[src/rtl/serial_adder.sv]
`default_nettype none
// ============================================================================
//  Module      : serial_adder
//  Description : Bit-serial unsigned adder, one full-adder cell shared across
//                WIDTH bit positions, LSB first, with a one-cycle done pulse.
//  Revision    : 1.0 - initial release
// ============================================================================
module serial_adder #(
    parameter int WIDTH = 8
) (
    input  logic             clk,
    input  logic             rst,
    input  logic             start,
    input  logic [WIDTH-1:0] a,
    input  logic [WIDTH-1:0] b,
    output logic             busy,
    output logic             done,
    output logic [WIDTH-1:0] sum,
    output logic             cout
);

    localparam int             c_cnt_w = (WIDTH > 1) ? $clog2(WIDTH) : 1;
    localparam [c_cnt_w-1:0]   c_last  = c_cnt_w'(WIDTH - 1);

    typedef enum logic [1:0] {
        S_IDLE  = 2'b00,
        S_SHIFT = 2'b01,
        S_DONE  = 2'b10
    } state_t;

    state_t             r_state;
    state_t             w_state_next;
    logic [WIDTH-1:0]   r_ra;
    logic [WIDTH-1:0]   r_rb;
    logic [WIDTH-1:0]   r_sum;
    logic [c_cnt_w-1:0] r_cnt;
    logic               r_carry;
    logic               r_cout;

    // Full adder built from two half adders; their carries never both assert.
    logic w_ha0_s;
    logic w_ha0_c;
    logic w_ha1_c;
    logic w_s;
    logic w_carry_next;

    assign w_ha0_s      = r_ra[0] ^ r_rb[0];
    assign w_ha0_c      = r_ra[0] & r_rb[0];
    assign w_s          = w_ha0_s ^ r_carry;
    assign w_ha1_c      = w_ha0_s & r_carry;
    assign w_carry_next = w_ha0_c | w_ha1_c;

    always_ff @(posedge clk or posedge rst) begin
        if (rst) begin
            r_state <= S_IDLE;
        end else begin
            r_state <= w_state_next;
        end
    end

    always_comb begin
        w_state_next = r_state;
        case (r_state)
            S_IDLE:  if (start) w_state_next = S_SHIFT;
            S_SHIFT: if (r_cnt == c_last) w_state_next = S_DONE;
            S_DONE:  w_state_next = S_IDLE;
            default: w_state_next = S_IDLE;
        endcase
    end

    always_ff @(posedge clk or posedge rst) begin
        if (rst) begin
            r_ra    <= '0;
            r_rb    <= '0;
            r_sum   <= '0;
            r_cnt   <= '0;
            r_carry <= 1'b0;
            r_cout  <= 1'b0;
        end else begin
            case (r_state)
                S_IDLE: begin
                    if (start) begin
                        r_ra    <= a;
                        r_rb    <= b;
                        r_sum   <= '0;
                        r_cnt   <= '0;
                        r_carry <= 1'b0;
                        r_cout  <= 1'b0;
                    end
                end
                S_SHIFT: begin
                    r_sum   <= {w_s, r_sum[WIDTH-1:1]};
                    r_carry <= w_carry_next;
                    r_ra    <= {1'b0, r_ra[WIDTH-1:1]};
                    r_rb    <= {1'b0, r_rb[WIDTH-1:1]};
                    r_cnt   <= r_cnt + 1'b1;
                    if (r_cnt == c_last) begin
                        r_cout <= w_carry_next;
                    end
                end
                default: ;
            endcase
        end
    end

    // Status outputs decode straight from the state register.
    assign busy = (r_state == S_SHIFT);
    assign done = (r_state == S_DONE);
    assign sum  = r_sum;
    assign cout = r_cout;

endmodule
`default_nettype wire

[config.mk]
export PLATFORM = sky130hd
export DESIGN_NAME = serial_adder
export DESIGN_NICKNAME = d
export VERILOG_FILES = /design/src/rtl/serial_adder.sv
export SDC_FILE = /design/constraint.sdc
export NUM_CORES = 1
export LEC_CHECK = 0
export ABC_CLOCK_PERIOD_IN_PS = 1100
export CORE_ASPECT_RATIO = 1.5
export CORE_UTILIZATION = 44
export DETAILED_ROUTE_END_ITERATION = 16
export PLACE_DENSITY = 0.82
export SLEW_MARGIN = 20
export SYNTH_ARGS = -nofsm -noshare
export SYNTH_HDL_FRONTEND = slang
export SYNTH_SLANG_ARGS = --single-unit
[constraint.sdc]
create_clock -name clk -period 1.1 [get_ports clk]
set_input_delay 0.11 -clock clk [delete_from_list [all_inputs] [get_ports clk]]
set_output_delay 0.11 -clock clk [all_outputs]
set_load 0.01 [all_outputs]
==> run metrics <==
Setup Skew 8.44 ps; DIE AREA 0.00334 mm^2; Final Util 0.807; Reg-to-Reg End r_rb[5]$_DFFE_PP0P_; Clk pwr share 0.132; commonest non-fill, non-tap cell in the layout dfrtp_1; CTS Buf Count 5; worst-path fanout max 4; RR Startpoint r_state[1]$_DFFE_PP0P_; status finished with violations; synthesis-stage register bit count 31; Hold Path Class in2async; Final HPWL DP 2600 um; DRC viols 0; Synth top area share 0.567; slowest cell on the critical path or4b_4; die width 47.5 um; sw frac 0.384; Main synth FF type dfrtp_1; post-route setup slack -229 ps; Worst-Margin Slew 265 ps; layout cells sized above 1 0.462; cell area after synthesis 0.00137 mm^2; CP top delay family simple AND/OR/NAND/NOR gates; Post-synth EDFFs 0; final worst-path cycle share 1.21; crit-path max cell delay 490 ps; H-Tree Depth 2; DR pass1 iterations 4; distinct cell type count after synthesis 24; initial antenna violation count 0; hold buffers post-CTS 0; Max VDD drop 1.69 mV; synth top area cells dfrtp_1 57%, a22o_1 8.3%, o22ai_1 7.3%; largest net degree at the start of global routing 32; GPL Wtd Cong 0.756; count of pins over their slew limit 0; R2R setup slack -230 ps; number of global-route vias before repair 1339; Comb power frac 0.550; IO Pins 30; placed standard-cell area 0.00183 mm^2; worst skew pair latency 280 ps; Die Y 70.3 um; top cell type by total area after synthesis dfrtp_1; synthesized instance count 122; Fmax 0.752 GHz; Leak Pwr 1.04 nW; Setup CP Type reg2reg; startpoint types flip-flop; share of async-settable or async-resettable flops after synthesis 1.00; worst reg-to-reg path cell count 4; internal power 4.22 mW; DRT iter0 DRCs 40; Reg clk slew, reported paths 70 ps; FP Rows 24; Final Hold Fails 0; vias per cell 5.96; crit path DAT 1500 ps; PortBufs 29; final instance area 0.00238 mm^2; pwr dens 2880 mW/mm^2; min cycle time layout 1330 ps; commonest non-fill, non-tap cells in the layout 30 x dfrtp_1, 21 x buf_4, 18 x clkdlybuf4s50_1; final-report setup violation count 32; Via Count 1328; Max clock buf depth 2; unrepaired setup endpoints after global routing true; Setup TNS -5550 ps; crit-path cells buf_6 -> or4b_4 -> o21ai_4 -> a21oi_2; Routed Wire Length 5050 um; Wirelength per Cell 22.6 um; Synth Warn # 0; Slew headroom 0.823; root buffer cell clkbuf_8; Power, Total 6.85 mW; Initial Util 0.465; sequential element share of the synthesized area 0.567; Switch Pwr 2.63 mW; failing checks negative setup slack; first-pass GRT wire length 6440 um; WP buf/inv 1; post-synthesis average cell area 11.2 um^2; pre-CTS WS -319 ps; GRT overflow 0; core area 0.00294 mm^2; layout net count 206; Global Route Usage Sum 0.279; sequential share of power 0.319; Worst Setup End Kind flip-flop; antenna diode count 0; max-cap violations 0; Routed Antenna Nets 0; syn nets 144; CTS tree done; area delta synth->final 73.6%; Req. time, crit path 1270 ps; clock sink total 31
==> power by group through the flow <==
stage | Sequential [mW] | Clock [mW] | Combinational, mW
2_1_floorplan | 2.06 | 0 | 1.33
3_3_place_gp | 2.07 | 0 | 2.22
3_5_place_dp | 2.09 | 0 | 2.34
4_1_cts | 2.07 | 0.903 | 2.84
5_1_grt | 2.23 | 0.976 | 4.01
6_report | 2.18 | 0.901 | 3.76
==> metrics by stage <==
stage,hold slack [ps],instances
floorplan,213,122
global placement,461,198
detailed placement,474,198
CTS,171,213
global route,180,223
finish,167,223
==> per-layer routing <==
metal	up-vias	share of wire	GRT usage
met5	-	0	0
met4	0	0.040	0.167
met3	20	0.049	0.0853
met2	46	0.52	0.444
met1	683	0.39	0.308
li1	579	-	-
==> worst reg2reg max path, cell delays in order (launching register included) <==
cell	delay, ps
dfrtp_1	440
buf_6	160
or4b_4	490
o21ai_4	80
a21oi_2	50
==> worst max path at each step <==
stage                                 startpoint                  end  cells after the start
final                     r_state[1]$_DFFE_PP0P_  r_rb[5]$_DFFE_PP0P_                      4
after global placement                     start  r_rb[3]$_DFFE_PP0P_                      5
after CTS                 r_state[1]$_DFFE_PP0P_  r_rb[5]$_DFFE_PP0P_                      4
after floorplan              r_carry$_DFFE_PP0P_   sum[7]$_DFFE_PP0P_                      2
after detailed placement                   start  r_rb[4]$_DFFE_PP0P_                      5
after global routing      r_state[1]$_DFFE_PP0P_  r_rb[5]$_DFFE_PP0P_                      4
==> timing repair <==
item,in CTS,in global routing
endpoints found under the setup margin,42,38
gates cloned,0,2
setup buffers,8,11
gates resized for setup,56,31
pin swaps,15,16
==> cell usage after synthesis, drive strengths merged (2+ instances only) <==
cell,count
a211oi,2
nor3,2
o22a,3
buf,9
nand2,3
a21oi,13
ha,2
o21ai,2
nor4b,2
inv,7
nand2b,3
o22ai,16
a22o,13
dfrtp,31
nor2,4
nor3b,3
==> area by class of cell <==
type | count | area (um^2)
clock inverters | 1 | 5.00
flip-flops and latches | 31 | 777
inverters | 8 | 41.3
multi-input cells | 74 | 767
well taps | 39 | 48.8
fillers | 147 | 567
repair buffers | 64 | 654
clock buffers | 6 | 82.6
==> registers in the layout (all words and copies together), names as in the netlist <==
name	cells
r_ra	8
r_rb	8
sum	8
r_cnt	3
r_state	2
cout	1
r_carry	1
==> kinds of logic after synthesis <==
| family | Yosys count | share of synthesized area |
|---|---|---|
| and+or+nand+nor | 20 | 0.0850 |
| DFF | 31 | 0.567 |
| buffers and inverters | 17 | 0.0603 |
| AOI/OAI and AO/OA | 51 | 0.255 |
| adders and majority gates | 3 | 0.0329 |
(Power assumes the default switching activity.)
